$ cat src/rtl/pcm_serializer.sv
// I2S-style mono PCM transmitter: one-deep holding register feeding a frame shift word,
// sent MSB first one BCLK after each WS edge, identical data in left and right slots.
module pcm_serializer #(
    parameter int WIDTH = 18,
    parameter int SLOT  = 32
) (
    input  logic                    BCLK,
    input  logic                    RESET,
    input  logic                    EN,
    input  logic signed [WIDTH-1:0] DIN,
    input  logic                    DIN_VALID,
    output logic                    DIN_READY,
    output logic                    WS,
    output logic                    SD_OUT,
    output logic                    FRAME_ST,
    output logic                    UNDERRUN
);

    localparam int FRAME = 2 * SLOT;
    localparam int CW    = $clog2(FRAME);
    localparam logic [CW-1:0] LAST    = CW'(FRAME - 1);
    localparam logic [CW-1:0] SLOT_CW = CW'(SLOT);

    typedef enum logic {IDLE, RUN} state_t;

    state_t                  state, state_nxt;
    logic [CW-1:0]           cnt, cnt_nxt, j_nxt;
    logic                    stop_req, stop_nxt;
    logic                    hold_full, hold_full_nxt;
    logic signed [WIDTH-1:0] hold, hold_nxt;
    logic signed [WIDTH-1:0] shift, shift_nxt;
    logic                    accept, frame_start;
    logic                    ws_nxt, sd_nxt, und_nxt;

    always_ff @(posedge BCLK or negedge RESET) begin
        if (!RESET) begin
            state     <= IDLE;
            cnt       <= '0;
            stop_req  <= 1'b0;
            hold_full <= 1'b0;
            hold      <= '0;
            shift     <= '0;
            DIN_READY <= 1'b1;
            WS        <= 1'b0;
            SD_OUT    <= 1'b0;
            FRAME_ST  <= 1'b0;
            UNDERRUN  <= 1'b0;
        end else begin
            state     <= state_nxt;
            cnt       <= cnt_nxt;
            stop_req  <= stop_nxt;
            hold_full <= hold_full_nxt;
            hold      <= hold_nxt;
            shift     <= shift_nxt;
            DIN_READY <= ~hold_full_nxt;
            WS        <= ws_nxt;
            SD_OUT    <= sd_nxt;
            FRAME_ST  <= frame_start;
            UNDERRUN  <= und_nxt;
        end
    end

    always_comb begin
        state_nxt     = state;
        cnt_nxt       = cnt;
        stop_nxt      = stop_req;
        frame_start   = 1'b0;
        accept        = DIN_VALID & ~hold_full;
        shift_nxt     = shift;
        hold_nxt      = hold;
        hold_full_nxt = hold_full;
        und_nxt       = 1'b0;
        j_nxt         = '0;
        ws_nxt        = 1'b0;
        sd_nxt        = 1'b0;

        case (state)
            IDLE: begin
                cnt_nxt  = '0;
                stop_nxt = 1'b0;
                if (EN) begin
                    state_nxt   = RUN;
                    frame_start = 1'b1;
                end
            end
            RUN: begin
                // A stop request seen anywhere in the frame is honoured only at the wrap.
                if (!EN)
                    stop_nxt = 1'b1;
                if (cnt == LAST) begin
                    cnt_nxt = '0;
                    if (stop_req || !EN) begin
                        state_nxt = IDLE;
                        stop_nxt  = 1'b0;
                    end else begin
                        frame_start = 1'b1;
                    end
                end else begin
                    cnt_nxt = cnt + CW'(1);
                end
            end
            default: state_nxt = IDLE;
        endcase

        // Frame-start decision uses the pre-edge hold_full, so a colliding accept lands in hold.
        if (frame_start) begin
            if (hold_full) begin
                shift_nxt     = hold;
                hold_full_nxt = 1'b0;
            end else begin
                und_nxt = 1'b1;
            end
        end
        if (accept) begin
            hold_nxt      = DIN;
            hold_full_nxt = 1'b1;
        end

        ws_nxt = (cnt_nxt >= SLOT_CW);
        j_nxt  = ws_nxt ? (cnt_nxt - SLOT_CW) : cnt_nxt;
        // Slot position j (1..WIDTH) carries bit WIDTH-j; j=0 is the I2S one-bit delay.
        for (int b = 0; b < WIDTH; b++) begin
            if (j_nxt == CW'(WIDTH - b))
                sd_nxt = shift[b];
        end
    end

endmodule
$ cat config.mk
export PLATFORM = sky130hd
export DESIGN_NAME = pcm_serializer
export DESIGN_NICKNAME = d
export VERILOG_FILES = /design/src/rtl/pcm_serializer.sv
export SDC_FILE = /design/constraint.sdc
export NUM_CORES = 1
export LEC_CHECK = 0
export BUFFER_PORTS_ARGS = -buffer_cell sky130_fd_sc_hd__buf_2
export CAP_MARGIN = 0
export CORE_ASPECT_RATIO = 1.5
export CORE_MARGIN = 5
export CORE_UTILIZATION = 33
export CTS_BUF_LIST = sky130_fd_sc_hd__clkbuf_2 sky130_fd_sc_hd__clkbuf_4 sky130_fd_sc_hd__clkbuf_8
export DETAILED_ROUTE_END_ITERATION = 8
export GPL_TIMING_DRIVEN = 0
export SETUP_SLACK_MARGIN = 0.2
export SLEW_MARGIN = 20
export SYNTH_ARGS = -nofsm -noshare
export SYNTH_HDL_FRONTEND = slang
export SYNTH_SLANG_ARGS = --single-unit
$ cat constraint.sdc
create_clock -name BCLK -period 2.19 [get_ports BCLK]
set_input_delay 0.438 -clock BCLK [delete_from_list [all_inputs] [get_ports BCLK]]
set_output_delay 0.438 -clock BCLK [all_outputs]
set_load 0.01 [all_outputs]
* Yosys cells after proc, flatten, opt, wreduce, memory -nomap -nowiden
Index checks and enable logic that the tools add are counted.
Widths: inputs -> output; s select.
** Word-level totals
- Register bits :: 50
- Bits of input ports :: 22
- Output and inout bits :: 5
- Word-level logic and storage cells :: 75
** Operators by class
- Add/subtract/negate cells :: 2
- Magnitude comparators :: 1
- Equality and inequality tests :: 19
- Muxes and demuxes :: 35
- Bitwise logic cells :: 4
- Reduce and logical (&&, ||, !) cells :: 3
** Operators with widths (count)
- $eq 6x4->1 const B :: 8
- $mux 1 :: 29
- $eq 6x3->1 const B :: 4
- $eq 6x5->1 const B :: 3
- $eq 6x2->1 const B :: 2
- $mux 6 :: 2
- $pmux 6 s2 :: 1
- $add 6x1->6 const B :: 1
- $eq 6x1->1 const B :: 1
- $eq 6x6->1 const B :: 1
- $ge 6x6->1 const B :: 1
- $pmux 1 s2 :: 3
- $sub 6x6->6 const B :: 1
- $not 1->1 :: 3
- $reduce_and 2->1 :: 1
- $and 1x1->1 :: 1
- $logic_not 1->1 :: 1
- $logic_or 1x1->1 :: 1

* Depth between registers and ports, before layout
Gate-level depths: netlist of the first run.
- Word-level depth :: 24
- Gate-level depth with buffers :: 8
- Depth with buffers taken out :: 7

* Least setup slack after synthesis of the first run
Ideal clock, no wire load.
- Kind :: reg-to-reg
- From :: register cnt[0]
- To :: register SD_OUT
- Setup time :: 123 ps
- Arrival :: 1765 ps
- Required time :: 2067 ps
- Path slack :: 303 ps
- Stages on the path, launching flop included :: 8
- Path buffers :: 1
- Clock period less this slack :: 1887 ps
- Cell sequence :: dfrtp_1 -> ha_1 -> buf_2 -> a31oi_2 -> or4_1 -> nand4_1 -> and4bb_1 -> o21ai_2
** On the way
- Word-level cells in the longest chain between the ends :: 24
- Elaborated cells on any way between the ends :: 43
- Those cells by class :: add/sub (2); order compare (1); eq/ne (19); mux (21)
** Ends and longest elaborated chain
- start: declaration :: line 27 : logic [CW-1:0] cnt, cnt_nxt, j_nxt;
- start signal: assignment :: line 50 : cnt <= cnt_nxt;
- $add 6x1->6 or $eq 6x6->1 (tied branches) :: line 99, 90
- $mux 6 (*) :: line 90 : if (cnt == LAST) begin
- $pmux 6 s2 (*) :: line 77 : case (state)
- $sub 6x6->6 or $ge 6x6->1 (tied branches) :: line 120, 119
- $mux 6 (*) :: line 120 : j_nxt = ws_nxt ? (cnt_nxt - SLOT_CW) : cnt_nxt;
- $eq 6x5->1 :: line 123 : if (j_nxt == CW'(WIDTH - b))
- $mux 1 (17 in series) :: line 123
- $mux 1 (*) :: line 123
- via sd_nxt :: line 33 : logic ws_nxt, sd_nxt, und_nxt;
- end signal: assignment :: line 57 : SD_OUT <= sd_nxt;
- end: declaration :: line 14 : output logic SD_OUT,
Mark *: on every way through the listed nets, which the timed path passes. The rest lies on a longest branch.
A chain may end at the register's enable or synchronous reset.

* Worst setup path after layout of the first run
- From :: register cnt[1]
- To :: register SD_OUT
The elaborated chain is that of the path after synthesis.

==> results of run 1 <==
## stage by stage
| step | setup WS, ps | utilization (%) | power (µW) | hold WS, ps | setup TNS [ps] |
|---|---|---|---|---|---|
| after floorplan | 303 | - | 1030 | 142 | 0 |
| after global placement | -14.7 | 37.3 | 1070 | 488 | -14.7 |
| after detailed placement | -41.0 | 37.3 | 1080 | 490 | -41.0 |
| after CTS | 153 | 39.3 | 1730 | 287 | 0 |
| after global routing | 193 | 40.4 | 1780 | 196 | 0 |
| final | 274 | 40.4 | 1710 | 142 | 0 |
## worst max-delay path, delay by kind of cell, from the launching register on
kind	cells	cell delay [ps]
fa+ha+maj	1	200
buf+inv	1	150
simple gates	2	530
flops	1	460
compound gates	3	500
## synthesized netlist by cell type (all sizes together), types with 2 or more instances
master and number:
nand2 10, o22ai 3, nor2b 3, and3 2, o211ai 2, o21ai 10
inv 6, clkbuf 3, dfrtp 49, nor2 3, nor3 3, buf 9
nand3 7, a21boi 4, nor3b 3, and2 3, nand4 3, nor4 2
mux2 36, xnor2 3, a21oi 5, a31oi 3
## final cells by class
cell class	count	area [µm²]
buffer	12	97.6
clock buffer	7	83.8
clock inverter	1	30.0
fill	677	4330
inverter	6	22.5
multi-input combinational	123	1170
sequential	50	1250
tap	100	125
timing repair buffer	29	155
## routing by layer
| layer | GRT usage [%] | vias to the layer above | routed length, µm |
|---|---|---|---|
| met3 | 1.40 | 6 | 88 |
| met1 | 13.2 | 769 | 1860 |
| li1 | - | 761 | - |
| met2 | 20.5 | 21 | 2650 |
| met5 | 0 | - | 0 |
| met4 | 6.09 | 0 | 123 |
## flip-flops by register name (all words and copies together), names as in the netlist
register,cells
shift,18
cnt,6
state,1
FRAME_ST,1
hold,18
hold_full,1
DIN_READY,1
SD_OUT,1
UNDERRUN,1
WS,1
stop_req,1
## path summary, 6_finish.rpt
path,slack [ps],end,depth (start not counted),start
worst max-delay path,270,SD_OUT,7,cnt[1]
worst min-delay path,140,hold[15],1,RESET
worst max register to register,270,SD_OUT,7,cnt[1]
worst min register to register,500,shift[11],1,hold[11]
max in group asynchronous,1590,cnt[0],1,RESET
min in group BCLK,300,DIN_READY,2,DIN_VALID
## where the power goes
group	switching, µW	internal, µW
Sequential	19.8	961
Combinational	30.2	42.5
Clock	285	367
## repair_timing
| action | CTS | global route |
|---|---|---|
| gates cloned | 0 | 0 |
| endpoints found under the setup margin | 20 | 19 |
| setup buffers | 1 | 2 |
| gates resized for setup | 8 | 12 |
| pin swaps | 2 | 1 |
## cell families after synthesis
family,Yosys count,synth area share [%]
multiplexers,38,20.5
flip-flops,50,50.9
AND/OR/NAND/NOR,46,12.1
adder cells (fa/ha/maj),1,0.509
buffers and inverters,18,4.32
AO/OA/AOI/OAI,34,9.31
XOR/XNOR,4,2.34
==> out/metrics.cfg, run 1 <==
[synth]
synth_seq_area_share_pct = 50.9
mappedNetlistArea_um2 = 2460
ys_warn_count = 0
syn_inst = 191
yosys.area.top_type = dfrtp_1
synth-seq-cells = 50
syn_nets = 214
ys_async_sr_fraction_pct = 100
synth_top_area_share_pct = 49.8
synth_top_flop_cell = dfrtp_1
netlist_top_cells_area = dfrtp_1, mux2_4, mux2_2, buf_6, o21ai_0
synthDistinctLibCells = 54
synth_edf_count = 0
avgSynthCellArea_um2 = 12.9

[timing]
hold_viol_final = 0
fin_crit_sh_pct = 87.5
worst_pin_slew_ps = 614
rsz0062_at_grt = no
setup_viol = 0
drv_slew = 0
fmax_ghz = 0.522
finClkSkew_ps = 11.0
relSlewSlack_pct = 59.0
period_needed_ps = 1920

[global_route]
antenna_found_initial = 0
grt_usage_pct = 11.5
overflow = 0
grt_first_pass_wirelength_mm = 8.25
first_global_vias = 1724
grt_max_degree = 51

[pwr]
vdd_drop_max_uv = 577
p_leak_uw = 0.00136
cellPowerDensity_nw_per_um2 = 580

[drt]
totalWireLength_mm = 4.73
vias = 1557
drt_iter0_markers = 68
via_per_inst = 4.75
drc = 0
routedWlPerCell_um = 14.4
first_pass_iters = 4
ant_nets = 0

[floorplan]
ios = 27
die_x_um = 80.5
initial_utilization_pct = 33.8
rows = 38
coreArea_um2 = 7270
die_area_um2 = 9320
dieHeight_um = 116

[cts]
cts_tree = built
clock_path_buffers = 2
cts_hold_buf = 0
cts_buffers = 5
clk_pin_slew_worst_paths_ps = 90
cts_max_level = 2
cts.root.buffer_cell = clkbuf_8
cts_sinks = 50
clock_latency_ps = 300

[worst_setup_path]
start_kind = flip-flop
slowest_delay_ps = 460
worstSetupPathType = reg -> reg
crit_chain = ha_4, buf_6, nor4b_4, o21ai_2, o32ai_2, and4bb_1, o21ai_2
crit_top_cell = o21ai_2
cp_slowest_cell = dfrtp_2
cp_data_required_time_ps = 2420
cp.arrival_ps = 2150
critPathCaptureType = flip-flop
crit_path_max_fanout = 10

[finish]
final_cell_mix = dfrtp_1, buf_2, mux2_2, mux2_4, nand2_1
areaGrowthSynthToFinish_pct = 19.5
layout-drive-gt1-share_pct = 46.9
stdcell_area_um2 = 2940
fin_cells = 328
final_common_cell = dfrtp_1
final_nets = 250
diodes = 0

[hold_path]
hp-class = in -> async

[placed_design]
io_buffers = 26
place_area_um2 = 2720
place_congestion = 0.833
placed_cells = 317
dp_hpwl_mm = 3.54

[job]
max_cap_violations = 0

[outcome]
outcome = completed

Note: power is estimated with default switching activity, not from simulation.
==> run 2, diff against run 1 <==
- PLACE_DENSITY: unset -> 0.55
==> run 2 against run 1 <==
  * Clock power increased by 20%
  * Hold slack got worse by 4.5 ps
  * Sequential power about the same
  * Count of clock-buffer cells in the layout decreased by 1
  * Worst setup slack improved by 23 ps
  * Critical path type unchanged
  * Highest routed layer unchanged
  * Sequential cell count unchanged
  * Wire length increased by 0.32%
  * Largest power group unchanged
  * Fmax increased by 1.2%
  * Clock skew decreased by 5.3 ps
  * Final cell count unchanged
==> out/metrics.cfg, run 2 (synthesized netlist as in run 1, its figures left out) <==
[global_route]
use_met2_pct = 20.2
grt_max_degree = 51
grt_usage_pct = 11.1
use_met3_pct = 1.56
grt.busiest_layer = met2
overflow = 0
grt_use_met1_pct = 12.5
grt_first_pass_wirelength_mm = 8.00
antenna_found_initial = 0
first_global_vias = 1651

[finish]
final_common_cell = dfrtp_1
final_nets = 250
final_cell_mix = dfrtp_1, buf_2, mux2_2, mux2_4, nand2_1
top_regs = hold (18), shift (18), cnt (6)
fillers = 705
layout-drive-gt1-share_pct = 46.9
diodes = 0
areaGrowthSynthToFinish_pct = 19.6
fin_cells = 328
final_core_util_pct = 40.5
stdcell_area_um2 = 2940

[cts]
clock_latency_ps = 300
cts_tree = built
cts_buffers = 5
clk_pin_slew_worst_paths_ps = 90
clock_path_buffers = 2
cts.root.buffer_cell = clkbuf_8
cts_hold_buf = 0
cts_sinks = 50
cts_max_level = 2

[floorplan]
initial_utilization_pct = 33.8
dieHeight_um = 116
coreArea_um2 = 7270
ios = 27
die_x_um = 80.5
rows = 38
die_area_um2 = 9320

[outcome]
outcome = completed

[placed_design]
place_congestion = 0.884
place_area_um2 = 2720
placed_cells = 317
dp_hpwl_mm = 3.52
io_buffers = 26

[pwr]
vdd_drop_max_uv = 705
clockPowerShare_pct = 42.6
sw_frac_of_total_pct = 18.7
cellPowerDensity_nw_per_um2 = 623
sequentialPowerShare_pct = 53.4
p_leak_uw = 0.00136
p_sw_uw = 343
pwr-share-comb_pct = 4.0
finalPower_uw = 1830
internal_power_uw = 1490

[drt]
routedWlPerCell_um = 14.5
drt_iter0_markers = 71
totalWireLength_mm = 4.74
via_per_inst = 4.78
drc = 0
first_pass_iters = 4
ant_nets = 0
vias = 1569

[timing]
finClkSkew_ps = 5.76
rsz0062_at_grt = no
fin_crit_sh_pct = 86.5
tns_ps = 0
relSlewSlack_pct = 58.7
drv_slew = 0
worst_pin_slew_ps = 619
period_needed_ps = 1890
fmax_ghz = 0.528
hold_viol_final = 0
setup_viol = 0

[worst_setup_path]
start_kind = flip-flop
crit_path_max_fanout = 7
worstSetupPathType = reg -> reg
r2r_start = cnt[0]
critPathCaptureType = flip-flop
cp.arrival_ps = 2120
cp_data_required_time_ps = 2410
critPathLaunch = cnt[0]

[job]
max_cap_violations = 0

[hold_path]
hp-class = in -> async

[run 2: changes by cell type in the layout (fill, tap and decap cells not counted), sizes merged]
cell	change
clkbuf	-1
bufinv	+1
[run 2: cell type report]
type                       instances  area [µm²]  area share [%]
timing repair buffer              29         155            5.27
inverter                           6        22.5           0.765
tap                              100         125            4.25
multi-input combinational        123        1140            38.9
buffer                            12        98.8            3.36
sequential                        50        1250            42.6
clock buffer                       6        82.6            2.81
clock inverter                     2        60.1            2.04
[run 2: path summary, 6_finish.rpt]
check	to	slack [ps]	cells past startpoint
worst max-delay path	SD_OUT	300	8
worst min-delay path	hold[16]	140	1
worst max register to register	SD_OUT	300	8
worst min register to register	shift[7]	500	1
max in group asynchronous	cnt[0]	1600	1
min in group BCLK	DIN_READY	310	2
[run 2: worst max-delay path, stage by stage, from the launching register on]
cell and delay (ps):
dfrtp_2 440, ha_4 270, buf_6 110, nand2b_1 120
a21oi_1 70, nor4_1 270, o211ai_1 150, and4bb_1 250
o21ai_2 130
[run 2: per-layer routing]
layer / wire [µm] / up-vias
met1: 1920 / 774
met3: 122 / 10
met5: 0 / -
li1: - / 758
met2: 2580 / 27
met4: 125 / 0
[run 2: through the flow]
stage	setup slack, ps	hold WS, ps
finish	297	137
global route	204	196
CTS	243	308
detailed placement	-16.6	490
global placement	-38.7	487
floorplan	303	142
[run 2: power by group through the flow]
stage | Clock [µW] | Combinational [µW] | Sequential (µW)
2_1_floorplan | 0 | 35.1 | 993
3_3_place_gp | 0 | 72.4 | 999
3_5_place_dp | 0 | 75.2 | 1000
4_1_cts | 802 | 75.3 | 981
5_1_grt | 843 | 86.2 | 987
6_report | 781 | 72.7 | 979
[run 2: repair_timing]
action                                 4_1_cts  5_1_grt
endpoints found under the hold margin        0        0
setup endpoints to repair                   19        1
buffers inserted                             2        1
gates resized for setup                     12        9
pin swaps                                    1        3
